### config.mk
export PLATFORM = sky130hd
export DESIGN_NAME = morph_pass_sequencer_flat
export DESIGN_NICKNAME = d
export VERILOG_FILES = /design/src/rtl/morph_pass_sequencer_if.sv /design/src/rtl/morph_pass_sequencer.sv /design/src/flat_wrapper.sv
export SDC_FILE = /design/constraint.sdc
export NUM_CORES = 1
export LEC_CHECK = 0
export CAP_MARGIN = 10
export CORE_MARGIN = 2
export CORE_UTILIZATION = 50
export CTS_BUF_LIST = sky130_fd_sc_hd__clkbuf_2
export CTS_CLUSTER_SIZE = 10
export DETAILED_ROUTE_END_ITERATION = 6
export PLACE_DENSITY = 0.87
export SETUP_SLACK_MARGIN = 0.2
export SLEW_MARGIN = 10
export SYNTH_ARGS = -nofsm -noshare
export SYNTH_HDL_FRONTEND = slang
export SYNTH_SLANG_ARGS = --single-unit
### constraint.sdc
create_clock -name clock -period 5.05 [get_ports clock]
set_input_delay 1.515 -clock clock [delete_from_list [all_inputs] [get_ports clock]]
set_output_delay 1.515 -clock clock [all_outputs]
set_load 0.05 [all_outputs]
### src/rtl/morph_pass_sequencer_if.sv
// Bus bundle between the pass sequencer, the ping-pong frame-buffer banks
// and the 3x3 morphology engine. The sequencer uses the master view and the
// memory/engine environment uses the slave view.
interface morph_pass_sequencer_if #(
    parameter int DATA_W = 8,
    parameter int ADDR_W = 17
);
    // Control from / status to the pupil-detect top FSM
    logic              start;
    logic [3:0]        num_passes;
    logic              busy;
    logic              done;
    logic              frame_err;
    logic [3:0]        pass_idx;

    // Frame-buffer read side
    logic              rd_en;
    logic [ADDR_W-1:0] rd_addr;
    logic              rd_bank;
    logic [DATA_W-1:0] rd_data;

    // Morphology engine feed and result
    logic              eng_rst_n;
    logic              eng_valid;
    logic [DATA_W-1:0] eng_data;
    logic              eng_out_valid;
    logic [DATA_W-1:0] eng_out_data;

    // Frame-buffer write side
    logic              wr_en;
    logic [ADDR_W-1:0] wr_addr;
    logic              wr_bank;
    logic [DATA_W-1:0] wr_data;

    modport master (
        input  start, num_passes, rd_data, eng_out_valid, eng_out_data,
        output busy, done, frame_err, pass_idx,
               rd_en, rd_addr, rd_bank,
               eng_rst_n, eng_valid, eng_data,
               wr_en, wr_addr, wr_bank, wr_data
    );

    modport slave (
        output start, num_passes, rd_data, eng_out_valid, eng_out_data,
        input  busy, done, frame_err, pass_idx,
               rd_en, rd_addr, rd_bank,
               eng_rst_n, eng_valid, eng_data,
               wr_en, wr_addr, wr_bank, wr_data
    );
endinterface

### src/rtl/morph_pass_sequencer.sv
// Sequences the 3x3 morphology engine over a full frame held in two
// ping-pong pixel banks. Each pass streams one bank through the engine,
// drains the window pipeline and writes the results into the other bank.
// The sequence runs num_passes back-to-back passes, then pulses done.
module morph_pass_sequencer #(
    parameter int IMG_W     = 320,
    parameter int IMG_H     = 240,
    parameter int DATA_W    = 8,
    parameter int ADDR_W    = 17,
    parameter int DRAIN_MAX = 1024
) (
    input  logic                  clock,
    input  logic                  rst_n,
    morph_pass_sequencer_if.master bus
);

    // Pixel counters carry one extra bit so a full-frame count never wraps.
    localparam logic [ADDR_W:0] PIX_N    = (ADDR_W+1)'(IMG_W * IMG_H);
    localparam logic [ADDR_W:0] PIX_LAST = (ADDR_W+1)'(IMG_W * IMG_H - 1);
    localparam logic [ADDR_W:0] CNT_ONE  = (ADDR_W+1)'(1);

    localparam int              DRAIN_W    = $clog2(DRAIN_MAX + 1);
    localparam logic [DRAIN_W-1:0] DRAIN_LAST = DRAIN_W'(DRAIN_MAX - 1);
    localparam logic [DRAIN_W-1:0] DRAIN_ONE  = DRAIN_W'(1);

    typedef enum logic [2:0] {
        IDLE,
        CLEAR,
        STREAM,
        DRAIN,
        NEXT,
        DONE
    } state_t;

    state_t             state;
    logic               busy_r;
    logic               done_r;
    logic               frame_err_r;
    logic [3:0]         pass_idx_r;
    logic [3:0]         passes_lat;
    logic               clr_cnt;
    logic               rd_en_r;
    logic [ADDR_W:0]    rd_cnt;
    logic [DRAIN_W-1:0] drain_cnt;

    logic               vld_p1;

    logic [ADDR_W:0]    out_cnt;
    logic               wr_en_p1;
    logic [ADDR_W-1:0]  wr_addr_p1;
    logic [DATA_W-1:0]  wr_data_p1;

    // Pass sequencing FSM with its registered control outputs and read counter.
    always_ff @(posedge clock) begin
        if (!rst_n) begin
            state       <= IDLE;
            busy_r      <= 1'b0;
            done_r      <= 1'b0;
            frame_err_r <= 1'b0;
            pass_idx_r  <= 4'd0;
            passes_lat  <= 4'd0;
            clr_cnt     <= 1'b0;
            rd_en_r     <= 1'b0;
            rd_cnt      <= '0;
            drain_cnt   <= '0;
        end else begin
            done_r <= 1'b0;
            case (state)
                IDLE: begin
                    if (bus.start) begin
                        busy_r      <= 1'b1;
                        frame_err_r <= 1'b0;
                        pass_idx_r  <= 4'd0;
                        passes_lat  <= bus.num_passes;
                        if (bus.num_passes == 4'd0) begin
                            state  <= DONE;
                            done_r <= 1'b1;
                        end else begin
                            state   <= CLEAR;
                            clr_cnt <= 1'b0;
                        end
                    end
                end
                CLEAR: begin
                    // Engine is held in reset here; two cycles flush its window.
                    rd_cnt <= '0;
                    if (clr_cnt) begin
                        state   <= STREAM;
                        rd_en_r <= 1'b1;
                    end else begin
                        clr_cnt <= 1'b1;
                    end
                end
                STREAM: begin
                    if (rd_cnt == PIX_LAST) begin
                        rd_en_r   <= 1'b0;
                        drain_cnt <= '0;
                        state     <= DRAIN;
                    end else begin
                        rd_cnt <= rd_cnt + CNT_ONE;
                    end
                end
                DRAIN: begin
                    // out_cnt reaching PIX_N means the final write is on the bus now.
                    if (out_cnt == PIX_N) begin
                        state <= NEXT;
                    end else if (drain_cnt == DRAIN_LAST) begin
                        frame_err_r <= 1'b1;
                        state       <= NEXT;
                    end else begin
                        drain_cnt <= drain_cnt + DRAIN_ONE;
                    end
                end
                NEXT: begin
                    pass_idx_r <= pass_idx_r + 4'd1;
                    if (pass_idx_r + 4'd1 == passes_lat) begin
                        state  <= DONE;
                        done_r <= 1'b1;
                    end else begin
                        state   <= CLEAR;
                        clr_cnt <= 1'b0;
                    end
                end
                DONE: begin
                    busy_r <= 1'b0;
                    state  <= IDLE;
                end
                default: state <= IDLE;
            endcase
        end
    end

    // Read-to-engine stage: bank data arrives one cycle after rd_en.
    always_ff @(posedge clock) begin
        if (!rst_n) begin
            vld_p1 <= 1'b0;
        end else begin
            vld_p1 <= rd_en_r;
        end
    end

    // Engine-result write stage: capture in-frame results, drop any surplus.
    always_ff @(posedge clock) begin
        if (!rst_n) begin
            out_cnt    <= '0;
            wr_en_p1   <= 1'b0;
            wr_addr_p1 <= '0;
            wr_data_p1 <= '0;
        end else begin
            wr_en_p1 <= 1'b0;
            if (state == CLEAR) begin
                out_cnt <= '0;
            end else if ((state == STREAM || state == DRAIN) &&
                         bus.eng_out_valid && (out_cnt < PIX_N)) begin
                wr_en_p1   <= 1'b1;
                wr_addr_p1 <= out_cnt[ADDR_W-1:0];
                wr_data_p1 <= bus.eng_out_data;
                out_cnt    <= out_cnt + CNT_ONE;
            end
        end
    end

    assign bus.busy      = busy_r;
    assign bus.done      = done_r;
    assign bus.frame_err = frame_err_r;
    assign bus.pass_idx  = pass_idx_r;

    assign bus.rd_en     = rd_en_r;
    assign bus.rd_addr   = rd_cnt[ADDR_W-1:0];
    assign bus.rd_bank   = pass_idx_r[0];

    assign bus.eng_rst_n = rst_n & (state != CLEAR);
    assign bus.eng_valid = vld_p1;
    assign bus.eng_data  = vld_p1 ? bus.rd_data : '0;

    assign bus.wr_en     = wr_en_p1;
    assign bus.wr_addr   = wr_addr_p1;
    assign bus.wr_bank   = ~pass_idx_r[0];
    assign bus.wr_data   = wr_data_p1;

endmodule
### src/flat_wrapper.sv
// flat-port wrapper written by rule: the top's interface ports become plain ports
module morph_pass_sequencer_flat 
#(
    parameter int IMG_W     = 320,
    parameter int IMG_H     = 240,
    parameter int DATA_W    = 8,
    parameter int ADDR_W    = 17,
    parameter int DRAIN_MAX = 1024
)
  (clock, rst_n, bus_start, bus_num_passes, bus_rd_data, bus_eng_out_valid, bus_eng_out_data, bus_busy, bus_done, bus_frame_err, bus_pass_idx, bus_rd_en, bus_rd_addr, bus_rd_bank, bus_eng_rst_n, bus_eng_valid, bus_eng_data, bus_wr_en, bus_wr_addr, bus_wr_bank, bus_wr_data);
  morph_pass_sequencer_if #(.DATA_W(DATA_W), .ADDR_W(ADDR_W)) bus_i ();
  input  logic clock;
  input  logic rst_n;
  input wire logic [$bits(bus_i.start)-1:0] bus_start;
  input wire logic [$bits(bus_i.num_passes)-1:0] bus_num_passes;
  input wire logic [$bits(bus_i.rd_data)-1:0] bus_rd_data;
  input wire logic [$bits(bus_i.eng_out_valid)-1:0] bus_eng_out_valid;
  input wire logic [$bits(bus_i.eng_out_data)-1:0] bus_eng_out_data;
  output wire logic [$bits(bus_i.busy)-1:0] bus_busy;
  output wire logic [$bits(bus_i.done)-1:0] bus_done;
  output wire logic [$bits(bus_i.frame_err)-1:0] bus_frame_err;
  output wire logic [$bits(bus_i.pass_idx)-1:0] bus_pass_idx;
  output wire logic [$bits(bus_i.rd_en)-1:0] bus_rd_en;
  output wire logic [$bits(bus_i.rd_addr)-1:0] bus_rd_addr;
  output wire logic [$bits(bus_i.rd_bank)-1:0] bus_rd_bank;
  output wire logic [$bits(bus_i.eng_rst_n)-1:0] bus_eng_rst_n;
  output wire logic [$bits(bus_i.eng_valid)-1:0] bus_eng_valid;
  output wire logic [$bits(bus_i.eng_data)-1:0] bus_eng_data;
  output wire logic [$bits(bus_i.wr_en)-1:0] bus_wr_en;
  output wire logic [$bits(bus_i.wr_addr)-1:0] bus_wr_addr;
  output wire logic [$bits(bus_i.wr_bank)-1:0] bus_wr_bank;
  output wire logic [$bits(bus_i.wr_data)-1:0] bus_wr_data;
  assign bus_i.start = bus_start;
  assign bus_i.num_passes = bus_num_passes;
  assign bus_i.rd_data = bus_rd_data;
  assign bus_i.eng_out_valid = bus_eng_out_valid;
  assign bus_i.eng_out_data = bus_eng_out_data;
  assign bus_busy = bus_i.busy;
  assign bus_done = bus_i.done;
  assign bus_frame_err = bus_i.frame_err;
  assign bus_pass_idx = bus_i.pass_idx;
  assign bus_rd_en = bus_i.rd_en;
  assign bus_rd_addr = bus_i.rd_addr;
  assign bus_rd_bank = bus_i.rd_bank;
  assign bus_eng_rst_n = bus_i.eng_rst_n;
  assign bus_eng_valid = bus_i.eng_valid;
  assign bus_eng_data = bus_i.eng_data;
  assign bus_wr_en = bus_i.wr_en;
  assign bus_wr_addr = bus_i.wr_addr;
  assign bus_wr_bank = bus_i.wr_bank;
  assign bus_wr_data = bus_i.wr_data;
  morph_pass_sequencer #(.IMG_W(IMG_W), .IMG_H(IMG_H), .DATA_W(DATA_W), .ADDR_W(ADDR_W), .DRAIN_MAX(DRAIN_MAX)) u_core (.clock(clock), .rst_n(rst_n), .bus(bus_i));
endmodule
==> impl_metrics.ini, run 1 <==
[drt]
first_pass_iters = 5
wl_per_cell_um = 14.82
wl_um = 10330
via_count = 4094
drc = 0
routed_via_density = 5.874
drtAntennaViolNets = 0
drt_iter0_drc = 264

[pwr]
leakagePower_nw = 1.750
irDropWorstVdd_v = 0.0001665
power_density_mw_per_mm2 = 310.9

[synth]
netlist_area_mm2 = 0.004344
syn_inst = 535
synthTopCellsByArea = dfxtp_1, a21oi_1, nand2_1
yosysSeqAreaShare_pct = 41.47
synthesis.area_per_instance_um2 = 8.120
ys_warn_count = 0
ys.flop_type = dfxtp_1
async_reset_ff_share_pct = 0
synth_edf_count = 0
yosysTopAreaCellShare_pct = 41.47
synth_seq_cells = 90
synth_cell_types = 60
yosys.area.top_type = dfxtp_1
syn_nets = 564

[sta]
final.period_utilization_pct = 87.26
worst_pin_slew_ns = 0.9718
max-slew-margin-rel_pct = 35.14
worst_slack_ns = 0.6431
min_period_ns = 4.407
finalSetupViolCount = 0
slew_violations = 0
fin_worst_skew_ns = 0.02243
max_freq_ghz = 0.2269
tns_ns = 0
finalHoldViolCount = 0
rsz0062_at_grt = no

[global_route]
use_met1_pct = 24.47
gr-usage-all-layers_pct = 21.60
use_met2_pct = 39.00
antenna_found_initial = 0
grt_overflow = 0
grt_max_degree = 35
grt_pass1_vias = 3968
grt.busiest_layer = met2
met3_usage_pct = 5.971
grt_pass1_wl_um = 17400

[cts]
clock_path_buffers = 2
cts_resized = 0
cts-hold-fix-buffers = 0
cts_root_buffer = clkbuf_2
cts_setup_buffers = 0
cts_tree = built
numCtsBuffers = 9
insertion_delay_ns = 0.53
clkSinkCount = 90
clkTransAtPathRegs_ns = 0.21
htreeDepth = 3

[place]
dp_hpwl_um = 7250
place_congestion = 0.8852
place_ws_ns = 0.6367
port_buffers = 86
placement.cell_area_mm2 = 0.005117

[floorplanning]
rows = 34
die_x_um = 97.21
initial_core_util_pct = 50.80
die_h_um = 97.21
ios = 87
die_area_mm2 = 0.009450
coreArea_mm2 = 0.008551

[setup_path]
arrival_ns = 2.89
cp-end-kind = primary output
crit_fanout = 1
cp.required_ns = 3.54
startpoint_type = input pin
timing_worst_setup_path_type = in -> out

[status]
status = completed

[final_layout]
antenna_cells = 0
nNetsFinal = 615
area_delta_synth_final_pct = 20.71
design_area_mm2 = 0.005244
drive_gt1_share_pct = 5.263

[run]
max-cap-violations = 0

[worst_hold_path]
hp-class = reg -> reg
## metrics by stage
stage                     hold WS [ns]  utilization (%)  std cells  power (mW)
after detailed placement        0.4484            59.85        683       1.247
final                           0.4701            61.33        697       1.631
after global placement          0.4421            59.85        683       1.230
after floorplan                 0.4448                -        535       1.124
after CTS                       0.4723            61.24        697       1.629
after global routing            0.4946            61.33        697       1.708
## worst max-delay path: stages
cell             delay, ns
clkdlybuf4s50_1       0.45
and2_1                0.12
clkdlybuf4s50_1       0.80
## logic make-up (layout without fill, tap and decap cells)
kind of cell             count (synthesis)  count (layout)  synth area share, %
XOR/XNOR                                14              14                2.823
AO/OA/AOI/OAI                          134             134                19.01
buffers and inverters                   62             116                7.258
flip-flops                              90              90                41.47
multiplexers                             6               6                1.383
adder cells (fa/ha/maj)                  5               5                1.440
AND/OR/NAND/NOR                        224             224                26.61
## cell type report
type	count	area [µm²]
tap	108	135.1
multi-input combinational	383	2242
clock buffer	10	50.05
timing repair buffer	90	900.9
clock inverter	4	68.82
fill	726	3307
sequential	90	1802
inverter	12	45.04
## worst paths after layout
check | startpoint | slack [ns] | depth (start not counted) | endpoint
max | bus_rd_data[4] | 0.64 | 3 | bus_eng_data[4]
min reg2reg | u_core.bus.wr_addr[2] | 0.47 | 2 | u_core.bus.wr_addr[2]
max reg2reg | u_core.rd_cnt[1] | 2.38 | 6 | u_core.drain_cnt[7]
min | u_core.bus.wr_addr[2] | 0.47 | 2 | u_core.bus.wr_addr[2]
## report_power, final
group          leakage (nW)  internal, mW  switching, mW
registers             0.727         0.749         0.0518
clock network        0.0753         0.158          0.229
logic                 0.948         0.152          0.290
total                  1.75          1.06          0.571
## cells in the mapped netlist, types with 3 or more instances
cell type / n
xnor2_1: 9
nand4_1: 11
nor2_1: 34
or3_1: 12
nand2_1: 90
a31o_2: 3
and3_1: 5
inv_1: 12
nor3_1: 4
o31ai_1: 11
buf_1: 3
clkbuf_1: 24
and2_1: 13
dfxtp_1: 90
mux2i_1: 6
nor3b_1: 3
or4b_1: 3
buf_4: 19
a21oi_1: 68
nor4_1: 3
nand3_1: 16
and4_1: 4
buf_2: 3
ha_1: 5
o21ai_0: 20
or4_1: 11
o211ai_1: 6
xor2_1: 5
## cells in the final DEF, fill, tap and decap left out, drive strengths merged, types with 3 or more instances in the layout
cell type	synthesis	layout
nor4b	3	3
a21oi	68	68
xor2	5	5
a31o	3	3
xnor2	9	9
nor2	34	34
ha	5	5
mux2i	6	6
inv	12	12
and2	13	13
dfxtp	90	90
nor3b	3	3
o31ai	12	12
buf	26	5
o211ai	6	6
o21ai	21	21
or4	11	11
nand2	90	90
and4	4	4
nand4	12	12
nor4	3	3
or3	12	12
nand3	16	16
clkbuf	24	10
nor3	4	4
and3	5	5
clkdlybuf4s50	0	85
or4b	3	3
## metal layers
| metal | vias up | part of all wire, % |
|---|---|---|
| li1 | 2001 | - |
| met5 | - | 0 |
| met2 | 135 | 50 |
| met3 | 17 | 6.7 |
| met1 | 1941 | 41 |
| met4 | 0 | 1.5 |
## flip-flops by register name (all words and copies together), names as in the netlist, 3 cells and up
signal,flops
u_core.drain_cnt,11
u_core.bus.wr_data,8
u_core.bus.pass_idx,4
u_core.out_cnt,18
u_core.bus.wr_addr,17
u_core.state,3
u_core.rd_cnt,18
u_core.passes_lat,4
Power figures use the tool's default switching activity.
==> inputs of run 2 (changes only) <==
--- a/config.mk
+++ b/config.mk
@@ -9,7 +9,7 @@
 export CORE_MARGIN = 2
 export CORE_UTILIZATION = 50
 export CTS_BUF_LIST = sky130_fd_sc_hd__clkbuf_2
-export CTS_CLUSTER_SIZE = 10
+export CTS_CLUSTER_SIZE = 30
 export DETAILED_ROUTE_END_ITERATION = 6
 export PLACE_DENSITY = 0.87
 export SETUP_SLACK_MARGIN = 0.2
==> results of run 2 <==
Same layout as run 1: the final DEF is identical, and so are final timing and power.
